File: src/rtl/wb_write_arbiter_if.sv
// Bundle of the writeback arbiter's ALU, load and register-file write-port signals.
interface wb_write_arbiter_if #(
    parameter int unsigned DATA_W     = 32,
    parameter int unsigned REG_ADDR_W = 4,
    parameter int unsigned NUM_REGS   = 15
);
    logic                  alu_valid;
    logic [REG_ADDR_W-1:0] alu_dest;
    logic [DATA_W-1:0]     alu_result;
    logic                  ld_issue;
    logic [REG_ADDR_W-1:0] ld_dest;
    logic                  ld_rsp_valid;
    logic [REG_ADDR_W-1:0] ld_rsp_dest;
    logic [DATA_W-1:0]     ld_rsp_data;
    logic                  ld_rsp_ready;
    logic                  stall;
    logic [NUM_REGS-1:0]   pending;
    logic [REG_ADDR_W-1:0] Dest_wb;
    logic [DATA_W-1:0]     Result_WB;
    logic                  writeBackEn;

    // Pipeline / memory-controller side: drives requests, observes the write port.
    modport master (
        output alu_valid, alu_dest, alu_result,
        output ld_issue, ld_dest,
        output ld_rsp_valid, ld_rsp_dest, ld_rsp_data,
        input  ld_rsp_ready, stall, pending,
        input  Dest_wb, Result_WB, writeBackEn
    );

    // Arbiter side.
    modport slave (
        input  alu_valid, alu_dest, alu_result,
        input  ld_issue, ld_dest,
        input  ld_rsp_valid, ld_rsp_dest, ld_rsp_data,
        output ld_rsp_ready, stall, pending,
        output Dest_wb, Result_WB, writeBackEn
    );
endinterface

File: src/rtl/wb_write_arbiter.sv
// Writeback arbiter: merges the ALU result path and variable-latency load returns onto the
// single register-file write port, with a pending-load scoreboard and a small return FIFO.
module wb_write_arbiter #(
    parameter int unsigned DATA_W     = 32,
    parameter int unsigned REG_ADDR_W = 4,
    parameter int unsigned NUM_REGS   = 15,
    parameter int unsigned LQ_DEPTH   = 2
) (
    input logic               clk,
    input logic               rst,
    wb_write_arbiter_if.slave bus
);
    localparam int unsigned PtrW     = (LQ_DEPTH > 1) ? $clog2(LQ_DEPTH) : 1;
    localparam int unsigned CntW     = $clog2(LQ_DEPTH + 1);
    localparam int unsigned RegSpace = 2 ** REG_ADDR_W;
    // Index NUM_REGS is the PC: never written, never tracked.
    localparam logic [REG_ADDR_W-1:0] PcIdx = REG_ADDR_W'(NUM_REGS);

    logic [NUM_REGS-1:0]   pending_q, pending_d;
    logic [REG_ADDR_W-1:0] dest_wb_q, dest_wb_d;
    logic [DATA_W-1:0]     result_wb_q, result_wb_d;
    logic                  wb_en_q, wb_en_d;

    logic [REG_ADDR_W-1:0] lq_dest_q [LQ_DEPTH];
    logic [REG_ADDR_W-1:0] lq_dest_d [LQ_DEPTH];
    logic [DATA_W-1:0]     lq_data_q [LQ_DEPTH];
    logic [DATA_W-1:0]     lq_data_d [LQ_DEPTH];
    logic [PtrW-1:0]       wr_ptr_q, wr_ptr_d;
    logic [PtrW-1:0]       rd_ptr_q, rd_ptr_d;
    logic [CntW-1:0]       count_q, count_d;

    logic [RegSpace-1:0]   pend_ext;
    logic                  stall;
    logic                  ready;
    logic                  fifo_empty;
    logic                  alu_wr;
    logic                  deq;
    logic                  bypass;
    logic                  enq;
    logic                  load_wr;
    logic [REG_ADDR_W-1:0] load_dest;
    logic [DATA_W-1:0]     load_data;
    logic                  set_en;
    logic [NUM_REGS-1:0]   set_vec;
    logic [NUM_REGS-1:0]   clr_vec;

    // Zero-extended scoreboard so the PC index reads as never pending.
    assign pend_ext = RegSpace'(pending_q);

    // Hazard detection and write-port arbitration.
    always_comb begin
        stall      = (bus.alu_valid & pend_ext[bus.alu_dest]) |
                     (bus.ld_issue & pend_ext[bus.ld_dest]);
        // Ready depends only on the registered count, not on this cycle's dequeue.
        ready      = (count_q != CntW'(LQ_DEPTH));
        fifo_empty = (count_q == '0);
        alu_wr     = bus.alu_valid & ~stall & (bus.alu_dest != PcIdx);
        deq        = ~alu_wr & ~fifo_empty;
        bypass     = ~alu_wr & fifo_empty & bus.ld_rsp_valid;
        enq        = bus.ld_rsp_valid & ready & ~bypass;
        load_dest  = deq ? lq_dest_q[rd_ptr_q] : bus.ld_rsp_dest;
        load_data  = deq ? lq_data_q[rd_ptr_q] : bus.ld_rsp_data;
        // Loads to the PC are consumed but produce no write.
        load_wr    = (deq | bypass) & (load_dest != PcIdx);
        set_en     = bus.ld_issue & ~stall;
    end

    // Write-port next state: ALU first, then FIFO head, then bypass; otherwise hold.
    always_comb begin
        wb_en_d     = 1'b0;
        dest_wb_d   = dest_wb_q;
        result_wb_d = result_wb_q;
        if (alu_wr) begin
            wb_en_d     = 1'b1;
            dest_wb_d   = bus.alu_dest;
            result_wb_d = bus.alu_result;
        end else if (load_wr) begin
            wb_en_d     = 1'b1;
            dest_wb_d   = load_dest;
            result_wb_d = load_data;
        end
    end

    // Scoreboard: set on unstalled issue, clear on the load's write.
    always_comb begin
        set_vec = '0;
        clr_vec = '0;
        for (int i = 0; i < NUM_REGS; i++) begin
            set_vec[i] = set_en & (bus.ld_dest == REG_ADDR_W'(i));
            clr_vec[i] = load_wr & (load_dest == REG_ADDR_W'(i));
        end
        pending_d = (pending_q | set_vec) & ~clr_vec;
    end

    // Load-return FIFO pointers, count and storage.
    always_comb begin
        lq_dest_d = lq_dest_q;
        lq_data_d = lq_data_q;
        wr_ptr_d  = wr_ptr_q;
        rd_ptr_d  = rd_ptr_q;
        if (enq) begin
            lq_dest_d[wr_ptr_q] = bus.ld_rsp_dest;
            lq_data_d[wr_ptr_q] = bus.ld_rsp_data;
            wr_ptr_d            = wr_ptr_q + PtrW'(1);
        end
        if (deq) begin
            rd_ptr_d = rd_ptr_q + PtrW'(1);
        end
        count_d = count_q + CntW'(enq) - CntW'(deq);
    end

    // State registers; reset discards queued loads and clears the scoreboard.
    always_ff @(posedge clk or posedge rst) begin
        if (rst) begin
            pending_q   <= '0;
            dest_wb_q   <= '0;
            result_wb_q <= '0;
            wb_en_q     <= 1'b0;
            wr_ptr_q    <= '0;
            rd_ptr_q    <= '0;
            count_q     <= '0;
            for (int i = 0; i < LQ_DEPTH; i++) begin
                lq_dest_q[i] <= '0;
                lq_data_q[i] <= '0;
            end
        end else begin
            pending_q   <= pending_d;
            dest_wb_q   <= dest_wb_d;
            result_wb_q <= result_wb_d;
            wb_en_q     <= wb_en_d;
            wr_ptr_q    <= wr_ptr_d;
            rd_ptr_q    <= rd_ptr_d;
            count_q     <= count_d;
            lq_dest_q   <= lq_dest_d;
            lq_data_q   <= lq_data_d;
        end
    end

    assign bus.ld_rsp_ready = ready;
    assign bus.stall        = stall;
    assign bus.pending      = pending_q;
    assign bus.Dest_wb      = dest_wb_q;
    assign bus.Result_WB    = result_wb_q;
    assign bus.writeBackEn  = wb_en_q;

endmodule

File: src/flat_wrapper.sv
// flat-port wrapper written by rule: the top's interface ports become plain ports
module wb_write_arbiter_flat 
#(
    parameter int unsigned DATA_W     = 32,
    parameter int unsigned REG_ADDR_W = 4,
    parameter int unsigned NUM_REGS   = 15,
    parameter int unsigned LQ_DEPTH   = 2
)
  (clk, rst, bus_alu_valid, bus_alu_dest, bus_alu_result, bus_ld_issue, bus_ld_dest, bus_ld_rsp_valid, bus_ld_rsp_dest, bus_ld_rsp_data, bus_ld_rsp_ready, bus_stall, bus_pending, bus_Dest_wb, bus_Result_WB, bus_writeBackEn);
  wb_write_arbiter_if #(.DATA_W(DATA_W), .REG_ADDR_W(REG_ADDR_W), .NUM_REGS(NUM_REGS)) bus_i ();
  input logic clk;
  input logic rst;
  input wire logic [$bits(bus_i.alu_valid)-1:0] bus_alu_valid;
  input wire logic [$bits(bus_i.alu_dest)-1:0] bus_alu_dest;
  input wire logic [$bits(bus_i.alu_result)-1:0] bus_alu_result;
  input wire logic [$bits(bus_i.ld_issue)-1:0] bus_ld_issue;
  input wire logic [$bits(bus_i.ld_dest)-1:0] bus_ld_dest;
  input wire logic [$bits(bus_i.ld_rsp_valid)-1:0] bus_ld_rsp_valid;
  input wire logic [$bits(bus_i.ld_rsp_dest)-1:0] bus_ld_rsp_dest;
  input wire logic [$bits(bus_i.ld_rsp_data)-1:0] bus_ld_rsp_data;
  output wire logic [$bits(bus_i.ld_rsp_ready)-1:0] bus_ld_rsp_ready;
  output wire logic [$bits(bus_i.stall)-1:0] bus_stall;
  output wire logic [$bits(bus_i.pending)-1:0] bus_pending;
  output wire logic [$bits(bus_i.Dest_wb)-1:0] bus_Dest_wb;
  output wire logic [$bits(bus_i.Result_WB)-1:0] bus_Result_WB;
  output wire logic [$bits(bus_i.writeBackEn)-1:0] bus_writeBackEn;
  assign bus_i.alu_valid = bus_alu_valid;
  assign bus_i.alu_dest = bus_alu_dest;
  assign bus_i.alu_result = bus_alu_result;
  assign bus_i.ld_issue = bus_ld_issue;
  assign bus_i.ld_dest = bus_ld_dest;
  assign bus_i.ld_rsp_valid = bus_ld_rsp_valid;
  assign bus_i.ld_rsp_dest = bus_ld_rsp_dest;
  assign bus_i.ld_rsp_data = bus_ld_rsp_data;
  assign bus_ld_rsp_ready = bus_i.ld_rsp_ready;
  assign bus_stall = bus_i.stall;
  assign bus_pending = bus_i.pending;
  assign bus_Dest_wb = bus_i.Dest_wb;
  assign bus_Result_WB = bus_i.Result_WB;
  assign bus_writeBackEn = bus_i.writeBackEn;
  wb_write_arbiter #(.DATA_W(DATA_W), .REG_ADDR_W(REG_ADDR_W), .NUM_REGS(NUM_REGS), .LQ_DEPTH(LQ_DEPTH)) u_core (.clk(clk), .rst(rst), .bus(bus_i));
endmodule
File: config.mk
export PLATFORM = sky130hd
export DESIGN_NAME = wb_write_arbiter_flat
export DESIGN_NICKNAME = d
export VERILOG_FILES = /design/src/rtl/wb_write_arbiter_if.sv /design/src/rtl/wb_write_arbiter.sv /design/src/flat_wrapper.sv
export SDC_FILE = /design/constraint.sdc
export NUM_CORES = 1
export LEC_CHECK = 0
export BUFFER_PORTS_ARGS = -buffer_cell sky130_fd_sc_hd__buf_2
export CAP_MARGIN = 20
export CORE_MARGIN = 3
export CORE_UTILIZATION = 60
export CTS_BUF_LIST = sky130_fd_sc_hd__clkbuf_8
export DETAILED_ROUTE_END_ITERATION = 10
export PLACE_DENSITY = 0.95
export SYNTH_ARGS = -nofsm -noshare
export SYNTH_HDL_FRONTEND = slang
export SYNTH_SLANG_ARGS = --single-unit
File: constraint.sdc
create_clock -name clk -period 7.5 [get_ports clk]
set_input_delay 0 -clock clk [delete_from_list [all_inputs] [get_ports clk]]
set_output_delay 0 -clock clk [all_outputs]
set_load 0.01 [all_outputs]
## Word level (Yosys, flattened, before mapping)

Index checks and enable logic that the tools add are counted.

- Divide/modulo/power cells: 0
- $add $sub $neg: 4
- Mux-type cells: 24
- Reductions and logical operators: 5
- Bitwise operators: 52
- Order comparisons: 5
- $mul: 0
- Equality and inequality tests: 31
- Shifts and indexed selects: 0

Operator list:

| cell | count |
|---|---|
| $mux W32 | 7 |
| $bwmux W64 | 1 |
| $eq A4 B4 Y1 const B | 14 |
| $and A1 B1 Y1 | 41 |
| $demux W32 S1 | 1 |
| $eq A4 B3 Y1 const B | 8 |
| $mux W4 | 7 |
| $eq A4 B2 Y1 const B | 4 |
| $and A15 B15 Y15 | 1 |
| $not A15 Y15 | 1 |
| $or A15 B15 Y15 | 1 |
| $lt A4 B5 Y1 const B | 2 |
| $bmux W1 S4 | 2 |
| $bwmux W8 | 1 |
| $eq A4 B1 Y1 const B | 2 |
| $logic_not A4 Y1 | 2 |
| $ne A4 B4 Y1 const B | 2 |
| $demux W4 S1 | 1 |
| $ge A2 B2 Y1 const B | 2 |
| $mux W1 | 4 |
| $not A1 Y1 | 4 |
| $not A1 Y2 | 2 |
| $add A1 B1 Y1 const B | 2 |
| $add A2 B1 Y2 | 1 |
| other kinds (7) | 8 |

- Latch bits: 0
- Memory bits (read-only): 0
- Memory bits (writable): 0
- Bits in registers: 128
- Logic and storage cells: 132
- Input port bits: 81
- Output and inout bits: 54
- Memories: 0

## Longest topological paths before layout

- Word-level depth: 15
- Depth in mapped cells: 12
- Gate-level depth less buffers: 10

## Worst setup path after synthesis

Ideal clock, no wire load.

- Path type: flip-flop to flip-flop
- From: register u_core.pending_q[13], in the netlist u_core.bus.pending[13]
- To: register u_core.count_q[1]
- Required time: 7.370 ns
- Slack: 4.656 ns
- Setup time: 0.130 ns
- Path buffers: 0
- Arrival time: 2.714 ns
- Stages on the path, launching flop included: 11
- Clock period less this slack: 2.844 ns
- Path through: dfrtp_1 -> mux2_1 -> a32o_1 -> o31a_1 -> nor3_1 -> a21oi_1 -> ha_1 -> inv_1 -> ha_1 -> xnor2_1 -> xnor2_1

- Longest elaborated chain between the ends: 14
- Elaborated cells on any way between the ends: 18
- Those cells by class: add/sub (2); mux (4); bitwise (12)

Ends and longest elaborated chain:

| element | RTL line | text |
|---|---|---|
| start, declared | wb_write_arbiter.sv:19 | `logic [NUM_REGS-1:0] pending_q, pending_d;` |
| start signal, assigned | wb_write_arbiter.sv:127 | `pending_q <= pending_d;` |
| $bmux W1 S4 (on tied branches) | wb_write_arbiter.sv:52, wb_write_arbiter.sv:53 |  |
| $mux W1 (on tied branches) | wb_write_arbiter.sv:52, wb_write_arbiter.sv:53 |  |
| $and A1 B1 Y1 (on tied branches) | wb_write_arbiter.sv:52, wb_write_arbiter.sv:53 |  |
| $or A1 B1 Y1 (*) | wb_write_arbiter.sv:52 | `stall = (bus.alu_valid & pend_ext[bus.alu_dest]) \|` |
| $not A1 Y1 (*) | wb_write_arbiter.sv:57 | `alu_wr = bus.alu_valid & ~stall & (bus.alu_dest != PcIdx);` |
| $and A1 B1 Y1 (*) (2 in a row) | wb_write_arbiter.sv:57 |  |
| $not A1 Y1 (*) | wb_write_arbiter.sv:58, wb_write_arbiter.sv:59 |  |
| $and A1 B1 Y1 (2 in a row) | wb_write_arbiter.sv:59 | `bypass = ~alu_wr & fifo_empty & bus.ld_rsp_valid;` |
| $not A1 Y1 | wb_write_arbiter.sv:60 | `enq = bus.ld_rsp_valid & ready & ~bypass;` |
| $and A1 B1 Y1 | wb_write_arbiter.sv:60 |  |
| $add A2 B1 Y2 | wb_write_arbiter.sv:109 | `count_d = count_q + CntW'(enq) - CntW'(deq);` |
| $sub A2 B1 Y2 (*) | wb_write_arbiter.sv:109 |  |
| via u_core.count_d[1] | wb_write_arbiter.sv:30 | `logic [CntW-1:0] count_q, count_d;` |
| end signal, assigned | wb_write_arbiter.sv:133 | `count_q <= count_d;` |
| end, declared | wb_write_arbiter.sv:30 |  |

The timed path passes the listed nets; every way through them passes the cells marked *. The select of a mux whose other input is x is not followed.
A chain may end at the register's enable or synchronous reset.

## Worst setup path in the final report

- From: register u_core.rd_ptr_q
- To: register u_core.result_wb_q[17], in the netlist u_core.bus.Result_WB[17]

- Longest elaborated chain between the ends: 8
- Elaborated cells on any way between the ends: 14
- Those cells by class: eq/ne (1); mux (10); bitwise (2); reduce/logical (1)

Ends and longest elaborated chain:

| element | RTL line | text |
|---|---|---|
| start, declared | wb_write_arbiter.sv:29 | `logic [PtrW-1:0] rd_ptr_q, rd_ptr_d;` |
| start signal, assigned | wb_write_arbiter.sv:132 | `rd_ptr_q <= rd_ptr_d;` |
| $not A1 Y2 (not written as such) (*) | wb_write_arbiter.sv:61, wb_write_arbiter.sv:62 |  |
| $mux W4 (not written as such) (3 in a row) | wb_write_arbiter.sv:61 | `load_dest = deq ? lq_dest_q[rd_ptr_q] : bus.ld_rsp_dest;` |
| $mux W4 | wb_write_arbiter.sv:61 |  |
| $ne A4 B4 Y1 | wb_write_arbiter.sv:64 | `load_wr = (deq \| bypass) & (load_dest != PcIdx);` |
| $and A1 B1 Y1 | wb_write_arbiter.sv:64 |  |
| $reduce_bool A2 Y1 (no line) | - |  |
| end signal, assigned | wb_write_arbiter.sv:129 | `result_wb_q <= result_wb_d;` |
| end, declared | wb_write_arbiter.sv:21 | `logic [DATA_W-1:0] result_wb_q, result_wb_d;` |

Every way passes the cells marked *; elsewhere a longest branch is shown, timed or not. The select of a mux whose other input is x is not followed.

==> out/metrics.yaml <==
yosys:
  ys.flop_type: "dfrtp_1"
  synth_nets: 668
  yosys.area.top_type_share_pct: 47.7
  synth_top_cell_by_area: "dfrtp_1"
  ys_seq_area_share_pct: 47.7
  ys_warn_count: 0
  synthDistinctLibCells: 45
  ys_top_cells_by_area: "dfrtp_1 48%, mux2_4 13%, mux2i_1 12%"
  synth-edff-count: 0
  yosys-top-cells-count: "128 x dfrtp_1, 80 x mux2i_1, 59 x mux2_4"
  synth.most_common_cell: "dfrtp_1"
  syn_inst: 585
  async_reset_ff_share_pct: 100
  syn_avg_cell_area_um2: 11.5
  synth_seq_cells: 128
  synth_area_mm2: 0.00672
cells_and_area:
  area_growth_pct: 27.6
  multi_input_area_mm2: 0.00328
  drive_above_1_share_pct: 32.1
  antenna_cells: 0
  stdcell_count: 927
  finalNetCount: 861
  fin_util_pct: 80.8
  ff_latch_area_mm2: 0.00320
  nFillCells: 561
routing:
  antenna_left: 0
  remaining_drc_errors: 0
  routedWlPerCell_um: 21.0
  vias_per_cell: 6.08
  wirelength_um: 19400
  drt_iter0_markers: 432
  via_count: 5635
  first_pass_iters: 5
critical_path:
  cp_common_cell: "mux2i_1"
  crit_chain: "mux2i_1 > or3_1 > nor2b_1 > o21ai_4 > buf_4 > mux2i_1 > a21oi_1 > dlygate4sd3_1"
  worstSetupEndpointType: "register"
  reg2regPathDepth: 8
  cpLargestDelayFamily: "flip-flops"
  crit_fanout: 37
  critPathSlowestCell: "dfrtp_2"
  critPathArrivalTime_ps: 4360
  r2r_start: "u_core.rd_ptr_q"
  worstPathBufferInverterCount: 2
  startpoint_type: "register"
  reg2reg_to: "u_core.bus.Result_WB[17]"
  critPathRequiredTime_ps: 7840
  reg2reg_slack_ps: 3480
  max_stage_delay_ps: 1130
  worstSetupPathType: "reg2reg"
timing:
  clock.fmax_ghz: 0.249
  fin_crit_sh_pct: 53.6
  drv_slew: 0
  finalSetupTns_ps: 0
  period_needed_ps: 4020
  skew_ps: 21.4
  rsz0062_at_grt: "no"
  hold_viol: 0
  setup_viol: 0
  slew_headroom_pct: 23.5
  tightest_slew_ps: 1150
power:
  vdd_drop_max_mv: 0.215
  finalPower_uw: 3800
  powerDensity_mw_per_mm2: 444
  leakage_uw: 0.00425
min_path:
  min_path_type: "in2reg"
  hold_path_end: "u_core.bus.pending[4]"
  whs_path_depth: 3
  min_from: "bus_ld_issue"
grt:
  grtUsageTotal_pct: 31.9
  grt_max_degree: 80
  grt_pass1_wl_um: 31300
  first_global_vias: 5877
  grt_antenna_before_repair: 0
  grt-ovfl-total: 0
clock_network:
  numCtsBuffers: 17
  cts_resized: 0
  postCtsSetupBuffers: 0
  tritoncts: "done"
  clockBufferDepth: 2
  cts.sink_count: 128
  cts_hold_buffers: 76
  clk_pin_slew_ps: 90
  clock-root-buffer: "clkbuf_8"
  clkLatencyLatePin_ps: 460
  cts_max_level: 4
floorplanning:
  rows: 37
  ioPinCount: 135
  chipHeight_um: 112
  dieArea_mm2: 0.0125
  core_mm2: 0.0106
  die_w_um: 112
  start_util_pct: 63.3
place:
  io_buffers: 134
  dpl.hpwl_um: 10800
  routabilityCongestion: 0.985
  placed_cells_incl_taps: 818
status:
  status: "finished, final reports clean"
job:
  cap_violations: 0
## cells by family (layout without fill, tap and decap cells)
| family | count (synthesis) | count (layout) | synth area share (%) |
|---|---|---|---|
| buf+inv | 51 | 257 | 3.84 |
| mux | 157 | 157 | 28.5 |
| simple gates | 119 | 119 | 8.12 |
| flops | 128 | 128 | 47.7 |
| compound gates | 125 | 125 | 11.1 |
| fa+ha+maj | 2 | 2 | 0.373 |
| xor+xnor | 3 | 3 | 0.391 |
## worst register-to-register path, cell delays in order (launching register included)
cell and delay, ps:
dfrtp_2 1130, mux2i_1 560, or3_1 210, nor2b_1 70, o21ai_4 560, buf_4 480
mux2i_1 250, a21oi_1 80, dlygate4sd3_1 590
## cell usage in the layout (no fill, tap or decap), types with 3 or more instances in the layout
cell and instances:
buf_2 134, mux2_4 59, nor2b_1 6, o21ai_0 35, nor2_1 42, inv_1 9, a31oi_1 3, mux2i_1 80
a41oi_1 16, mux2_2 14, o21a_1 3, clkbuf_8 22, nand2b_1 3, dfrtp_1 127, nor3_1 3, dlygate4sd3_1 76
a21oi_1 56, nor3b_1 5, nand3_1 6, buf_4 6, nand2_1 40, clkinv_2 3
## routing by layer
| metal | GRT usage [%] | routed length, um | vias up |
|---|---|---|---|
| li1 | - | - | 2501 |
| met1 | 39.1 | 7540 | 2757 |
| met2 | 54.5 | 9840 | 315 |
| met3 | 6.90 | 1390 | 62 |
| met4 | 13.5 | 678 | 0 |
| met5 | 0 | 0 | - |
## per-stage QoR
stage / cell area, um2 / hold slack, ps / setup slack, ps
6_report: 8570 / 50.0 / 3480
4_1_cts: 8550 / 14.8 / 3540
2_1_floorplan: 6720 / 149 / 4090
3_3_place_gp: 7400 / 128 / 3860
5_1_grt: 8570 / 34.2 / 3300
3_5_place_dp: 7400 / 139 / 3760
## how the worst max path moves through the flow
stage	start	end	slack [ps]	depth (start not counted)
global placement	u_core.bus.pending[11]	u_core.lq_data_q[43]	3860	7
detailed placement	u_core.bus.pending[7]	u_core.lq_data_q[48]	3760	7
floorplan	rst	u_core.bus.Dest_wb[0]	4090	1
CTS	u_core.rd_ptr_q	u_core.bus.Result_WB[17]	3540	8
global route	u_core.rd_ptr_q	u_core.bus.Result_WB[17]	3300	8
finish	u_core.rd_ptr_q	u_core.bus.Result_WB[17]	3480	8
## where the power goes
group          switching (uW)  internal, uW  leakage (uW)  total [uW]
registers                 314          1050       0.00151        1360
clock network             286           304      0.000204         590
logic                     910           936       0.00254        1850
## layout make-up
cell class                      instances  area share (%)
Timing Repair Buffer                  217            17.5
Clock buffer                           22            3.53
Clock inverter                         10           0.993
Tap cell                              136            1.99
Sequential cell                       128            37.4
Multi-Input combinational cell        406            38.2
Inverter                                8           0.380
## registers in the layout, summed over array words and instances, names as in the netlist
register and cells:
u_core.bus.Result_WB 32, u_core.count_q 2, u_core.lq_dest_q 8, u_core.rd_ptr_q 1, u_core.lq_data_q 64, u_core.bus.writeBackEn 1
u_core.wr_ptr_q 1, u_core.bus.Dest_wb 4, u_core.bus.pending 15
Note: power is estimated with default switching activity, not from simulation.
